[config.mk]
export PLATFORM = sky130hd
export DESIGN_NAME = weight_load_sched
export DESIGN_NICKNAME = d
export VERILOG_FILES = /design/src/rtl/weight_load_sched.sv
export SDC_FILE = /design/constraint.sdc
export NUM_CORES = 1
export LEC_CHECK = 0
export CORE_MARGIN = 2
export CORE_UTILIZATION = 45
export DETAILED_ROUTE_END_ITERATION = 12
export PLACE_DENSITY = 0.71
export REMOVE_ABC_BUFFERS = 1
export SETUP_SLACK_MARGIN = 0.5
export SYNTH_ARGS = -nofsm -noshare
export SYNTH_HDL_FRONTEND = slang
export SYNTH_SLANG_ARGS = --single-unit
[constraint.sdc]
create_clock -name clk -period 3 [get_ports clk]
set_input_delay 0.45 -clock clk [delete_from_list [all_inputs] [get_ports clk]]
set_output_delay 0.45 -clock clk [all_outputs]
set_load 0.02 [all_outputs]
[src/rtl/weight_load_sched.sv]
// Weight-load scheduler: sequences kernel-group loads and MAC runs for one layer,
// with a ready timeout, overrun detection, abort and a sticky error state.
module weight_load_sched #(
  parameter int GRP_W   = 4,
  parameter int TIMEOUT = 64,
  parameter int TO_W    = 7
) (
  input  logic             clk,
  input  logic             rstn,
  input  logic             i_start,
  input  logic [GRP_W-1:0] i_num_grp,
  input  logic             i_abort,
  input  logic             i_clr_err,
  output logic             o_load_en,
  input  logic             i_w_ready,
  output logic             o_mac_start,
  input  logic             i_mac_done,
  output logic [GRP_W-1:0] o_grp_idx,
  output logic             o_busy,
  output logic             o_done,
  output logic             o_err
);

  typedef enum logic [2:0] {
    IDLE     = 3'd0,
    WAIT_RDY = 3'd1,
    MAC      = 3'd2,
    DONE     = 3'd3,
    ERR      = 3'd4
  } state_t;

  localparam logic [GRP_W-1:0] GRP_ONE = GRP_W'(1);
  localparam logic [TO_W-1:0]  TO_ONE  = TO_W'(1);
  localparam logic [TO_W-1:0]  TO_LAST = TO_W'(TIMEOUT - 1);

  state_t           state;
  state_t           state_nxt;
  logic [GRP_W-1:0] num_lat;
  logic [GRP_W-1:0] grp_cnt;
  logic [TO_W-1:0]  to_cnt;

  logic start_ok;
  logic start_zero;
  logic last_grp;
  logic timed_out;

  logic load_en_nxt;
  logic mac_start_nxt;
  logic busy_nxt;
  logic done_nxt;
  logic err_nxt;

  assign start_ok   = i_start && (i_num_grp != '0);
  assign start_zero = i_start && (i_num_grp == '0);
  assign last_grp   = ((grp_cnt + GRP_ONE) == num_lat);
  assign timed_out  = (to_cnt == TO_LAST);

  always_ff @(posedge clk or negedge rstn) begin
    if (!rstn) begin
      state       <= IDLE;
      o_load_en   <= 1'b0;
      o_mac_start <= 1'b0;
      o_busy      <= 1'b0;
      o_done      <= 1'b0;
      o_err       <= 1'b0;
    end else begin
      state       <= state_nxt;
      o_load_en   <= load_en_nxt;
      o_mac_start <= mac_start_nxt;
      o_busy      <= busy_nxt;
      o_done      <= done_nxt;
      o_err       <= err_nxt;
    end
  end

  // Abort outranks every other event in the states it applies to.
  always_comb begin
    state_nxt = state;
    unique case (state)
      IDLE: begin
        if (start_ok) state_nxt = WAIT_RDY;
      end
      WAIT_RDY: begin
        if (i_abort)        state_nxt = IDLE;
        else if (i_w_ready) state_nxt = MAC;
        else if (timed_out) state_nxt = ERR;
      end
      MAC: begin
        if (i_abort) begin
          state_nxt = IDLE;
        end else if (i_mac_done) begin
          if (last_grp)       state_nxt = DONE;
          else if (i_w_ready) state_nxt = MAC;
          else                state_nxt = WAIT_RDY;
        end else if (i_w_ready) begin
          state_nxt = ERR;
        end
      end
      DONE: begin
        state_nxt = IDLE;
      end
      ERR: begin
        if (i_clr_err) state_nxt = IDLE;
      end
      default: state_nxt = IDLE;
    endcase
  end

  always_comb begin
    load_en_nxt   = (state_nxt == WAIT_RDY) || (state_nxt == MAC);
    busy_nxt      = load_en_nxt;
    err_nxt       = (state_nxt == ERR);
    done_nxt      = (state_nxt == DONE) || ((state == IDLE) && start_zero);
    mac_start_nxt = 1'b0;
    if (!i_abort && i_w_ready) begin
      if (state == WAIT_RDY)
        mac_start_nxt = 1'b1;
      else if ((state == MAC) && i_mac_done && !last_grp)
        mac_start_nxt = 1'b1;
    end
  end

  // Group bookkeeping: the count only advances on a completed MAC run.
  always_ff @(posedge clk or negedge rstn) begin
    if (!rstn) begin
      num_lat <= '0;
      grp_cnt <= '0;
    end else begin
      if ((state == IDLE) && start_ok) begin
        num_lat <= i_num_grp;
        grp_cnt <= '0;
      end else if ((state == MAC) && !i_abort && i_mac_done) begin
        grp_cnt <= grp_cnt + GRP_ONE;
      end
    end
  end

  always_ff @(posedge clk or negedge rstn) begin
    if (!rstn) begin
      to_cnt <= '0;
    end else if ((state == WAIT_RDY) && !i_w_ready && !i_abort) begin
      to_cnt <= to_cnt + TO_ONE;
    end else begin
      to_cnt <= '0;
    end
  end

  assign o_grp_idx = grp_cnt;

endmodule

# After elaboration in Yosys (flattened, before gate mapping)
# Index checks and enable logic that the tools add are counted.
[classes]
mux = 17
n_eq_ne = 9
reduce_logical = 20
addsub = 2
[op_table]
columns = ["operator", "n"]
rows = [
  ["$mux W3", 8],
  ["$pmux W3 S4", 1],
  ["$logic_and A1 B1 Y1", 11],
  ["$eq A3 B2 Y1 const B", 3],
  ["$mux W4", 2],
  ["$add A7 B1 Y7 const B", 1],
  ["$eq A7 B6 Y1 const B", 1],
  ["$mux W7", 1],
  ["$eq A3 B1 Y1 const B", 2],
  ["$eq A3 B3 Y1 const B", 2],
  ["$add A4 B1 Y4 const B", 1],
  ["$eq A4 B4 Y1", 1],
  ["$logic_not A4 Y1", 1],
  ["$mux W2", 2],
  ["$reduce_bool A4 Y1", 1],
  ["$logic_not A1 Y1", 3],
  ["$logic_not A3 Y1", 1],
  ["$mux W1", 3],
  ["$logic_or A1 B1 Y1", 2],
  ["$reduce_bool A2 Y1", 1],
]
[word_totals]
input_bits = 11
word_cells = 56
register_bits = 22

# Longest topological paths before layout
[logic_depth]
word_depth = 8
depth_mapped = 5
mapped_depth_nobuf = 5

# Worst setup path before layout
# Ideal clock, no wire load.
[synth_timing]
path_type = "in2reg"
startpoint = "input port i_abort"
endpoint = "register o_busy"
required_ps = 2922
arrival_ps = 1548
n_path_buf = 1
setup_time_ps = 78
path_stages = 5
slack_ps = 1375
cell_sequence = "or3_1 > or2_1 > buf_6 > o221a_1 > a21boi_1"
[synth_between]
elab_chain_cells = 4
[synth_lines]
columns = ["element", "line", "source"]
rows = [
  ["start, declared", "12", "input logic i_abort,"],
  ["$mux W3 (on tied branches)", "89, 84", ""],
  ["$pmux W3 S4 (*)", "79", "unique case (state)"],
  ["$eq A3 B1 Y1 or $eq A3 B2 Y1 (tied branches)", "110", "load_en_nxt = (state_nxt == WAIT_RDY) || (state_nxt == MAC);"],
  ["$logic_or A1 B1 Y1 (*)", "110", ""],
  ["net busy_nxt", "49", "logic busy_nxt;"],
  ["end signal, assigned", "70", "o_busy <= busy_nxt;"],
  ["end, declared", "19", "output logic o_busy,"],
]
# The timed path passes the listed nets; every way through them passes the cells marked *.
# A chain may end at the register's enable or synchronous reset.

# Worst setup path in the final report
[layout_timing]
startpoint = "register grp_cnt[0] (netlist: o_grp_idx[0])"
endpoint = "output port o_grp_idx[0]"
[layout_rtl]
columns = ["element", "line", "source"]
rows = [
  ["start, declared", "39", "logic [GRP_W-1:0] grp_cnt;"],
  ["start signal, assigned", "133", "grp_cnt <= grp_cnt + GRP_ONE;"],
  ["end, declared", "18", "output logic [GRP_W-1:0] o_grp_idx,"],
]
# No word-level cell between the ends.

==> reports/qor.txt <==
Final-layout worst hold slack -> 476 ps
Slew Limit Headroom -> 38.1%
Max FO, Critical Path -> 5
Count of flip-flops with a built-in enable after synthesis -> 0
Crit path capture type -> output port
First DRT Iteration DRCs -> 12
Cell with the largest stage delay on the worst path -> clkdlybuf4s50_1
Cell row count -> 17
Post-DP Area -> 1250 um2
Final layout net count -> 132
Aggregate global-route resource usage -> 17.2%
CTS Buf Count -> 3
Worst Path Buf+Inv -> 1
Number of antenna diodes -> 0
Resized Gates After CTS -> 0
Clock latency on the worst-skew pair -> 300 ps
Sum of net half-perimeters after detailed placement -> 1470 um
Fraction of final layout cells sized beyond drive strength 1 -> 6.78%
Max-cap viol count -> 0
ANT nets after route -> 0
Die width -> 52.2 um
Number of instances in the synthesized netlist -> 97
Final worst-path cycle share -> 62.2%
Mean number of vias per cell -> 5.39
Hold Path Class -> reg2reg
Via count -> 787
Global route total overflow -> 0
Final Max Tran Viols -> 0
Maximum buffer depth of the clock tree -> 2
Number of hold buffers added after CTS -> 0
Fraction of registers with async set/reset -> 100%
First-pass GRT wire length -> 3400 um
Setup Total Neg Slack -> 0 ps
Kind of critical path -> reg2out
Leading cell types by count after synthesis -> dfrtp_1 (22), nor2_1 (13), nand2_1 (9)
Setup repair bufs after CTS -> 0
Slew at the pin closest to its max-slew limit -> 925 ps
Cell taking the most area after synthesis -> dfrtp_1
Top achievable clock speed -> 536 MHz
Cell family with the largest share of critical-path delay -> buffers and inverters
Leakage power -> 0.000577 uW
Initial standard-cell utilization of the core -> 47.2%
Portion of the post-synthesis area used by sequential elements -> 52.7%
RSZ-0062 raised after global routing -> no
Area contributors post-synth -> dfrtp_1 (53%), xnor2_1 (5.9%), nor2_1 (4.7%), a22o_1 (4.2%), xor2_1 (3.4%)
Initial antenna violation count -> 0
Run status -> complete, no violations
Vert. Die Dim -> 52.2 um
Max stage delay on crit path -> 650 ps
Top cell type's share of synthesized area -> 52.7%
Count of buffers inserted at the top-level ports -> 19
Critical Path AT -> 1420 ps
Number of non-filler instances in the completed layout -> 146
Min Tclk post-route -> 1870 ps
Nature of the critical path startpoint -> register
Clock slew at the register clock pins of the worst setup and hold paths -> 120 ps
Dominant synthesized flop cell -> dfrtp_1
Cell breakdown of the critical path -> clkdlybuf4s50_1
Worst vdd ir -> 0.000337 V
Distinct cells, synth -> 34
Clock tree from TritonCTS -> yes
Most repeated cell in the gate-level netlist after synthesis -> dfrtp_1
Clock tree sinks -> 22
Setup skew after layout -> 2.48 ps
Total non-filler cell area in the finished layout -> 1300 um2
Dpl cells -> 142
Average cell area after synthesis -> 10.8 um2
CTS root buf -> clkbuf_4
H-tree levels -> 1
Via count of the first global-routing pass -> 775
Number of synthesized register bits -> 22
Final Hold Vio Count -> 0
Total DRC errors in the routed layout -> 0
Pwr/cell area -> 547 nW/um2
Final GP Congestion -> 0.774
Area delta synth->final -> 24.8%
Final setup fails -> 0
Yosys Warn Count -> 0
Die ar. -> 2720 um2
Post-synthesis instance area -> 1040 um2
CP Data Required Time -> 2550 ps
Total core area -> 2210 um2
Ports -> 20
Post-Route WL -> 1950 um
Maximum number of pins on one net before global-route repair -> 23
Final cell utilization of the core -> 58.9%
First-pass iteration count of the detailed router -> 6
Mean routed wirelength per cell -> 13.3 um
## layout make-up
type / count / area, um2
clock buffer: 3 / 22.5
clock inverter: 1 / 30.0
fill: 210 / 908
inverter: 3 / 11.3
multi-input combinational: 70 / 464
sequential: 22 / 551
tap: 28 / 35.0
timing repair buffer: 19 / 190
## flip-flops by register name (all words and copies together) (netlist names)
register / count
o_busy: 1
o_grp_idx: 4
o_err: 1
num_lat: 4
o_mac_start: 1
to_cnt: 7
state: 3
o_done: 1
## per-stage QoR
| step | worst slack, ps | power [uW] |
|---|---|---|
| floorplan | 1380 | 437 |
| global placement | 873 | 493 |
| detailed placement | 840 | 495 |
| CTS | 1120 | 721 |
| global route | 1080 | 750 |
| finish | 1130 | 714 |
## logic make-up after synthesis
logic type               synth area share [%]
AO/OA/AOI/OAI                            12.7
XOR/XNOR                                 9.22
adder cells (fa/ha/maj)                  2.39
buffers and inverters                    2.87
flip-flops                               52.7
multiplexers                             2.04
AND/OR/NAND/NOR                          18.1
## worst paths after layout
kind                            slack (ps)    startpoint           end  cells past startpoint
worst max-delay path                  1130  o_grp_idx[0]  o_grp_idx[0]                      1
worst min-delay path                   480     to_cnt[0]     to_cnt[0]                      1
worst max register to register        1240      state[2]        o_busy                      4
worst min register to register         480     to_cnt[0]     to_cnt[0]                      1
max in group asynchronous             1790          rstn      state[0]                      1
min in group asynchronous              650          rstn         o_err                      1
## cells in the final DEF (no fill, tap or decap), drive strengths merged, types with 2 or more instances in the layout
master / Yosys / routed
dfrtp: 22 / 22
clkdlybuf4s50: 0 / 19
nor2: 13 / 13
nand2: 9 / 9
xnor2: 7 / 7
a22o: 5 / 5
xor2: 4 / 4
a21oi: 3 / 3
nand3: 3 / 3
inv: 3 / 3
clkbuf: 0 / 3
o22ai: 2 / 2
o21ai: 2 / 2
ha: 2 / 2
or2: 2 / 2
nor4b: 2 / 2
a21boi: 2 / 2
## routing by layer
| metal | track usage, % | up-vias | wire, um |
|---|---|---|---|
| met2 | 28.9 | 16 | 924 |
| met4 | 6.41 | 0 | 16 |
| met3 | 3.71 | 2 | 89 |
| met1 | 21.7 | 385 | 918 |
| li1 | - | 384 | - |
| met5 | 0 | - | 0 |
## report_power, final
part / switching, uW / internal, uW
Clock: 90.5 / 135
Sequential: 25.0 / 324
Combinational: 67.9 / 71.4
(Power assumes the default switching activity.)
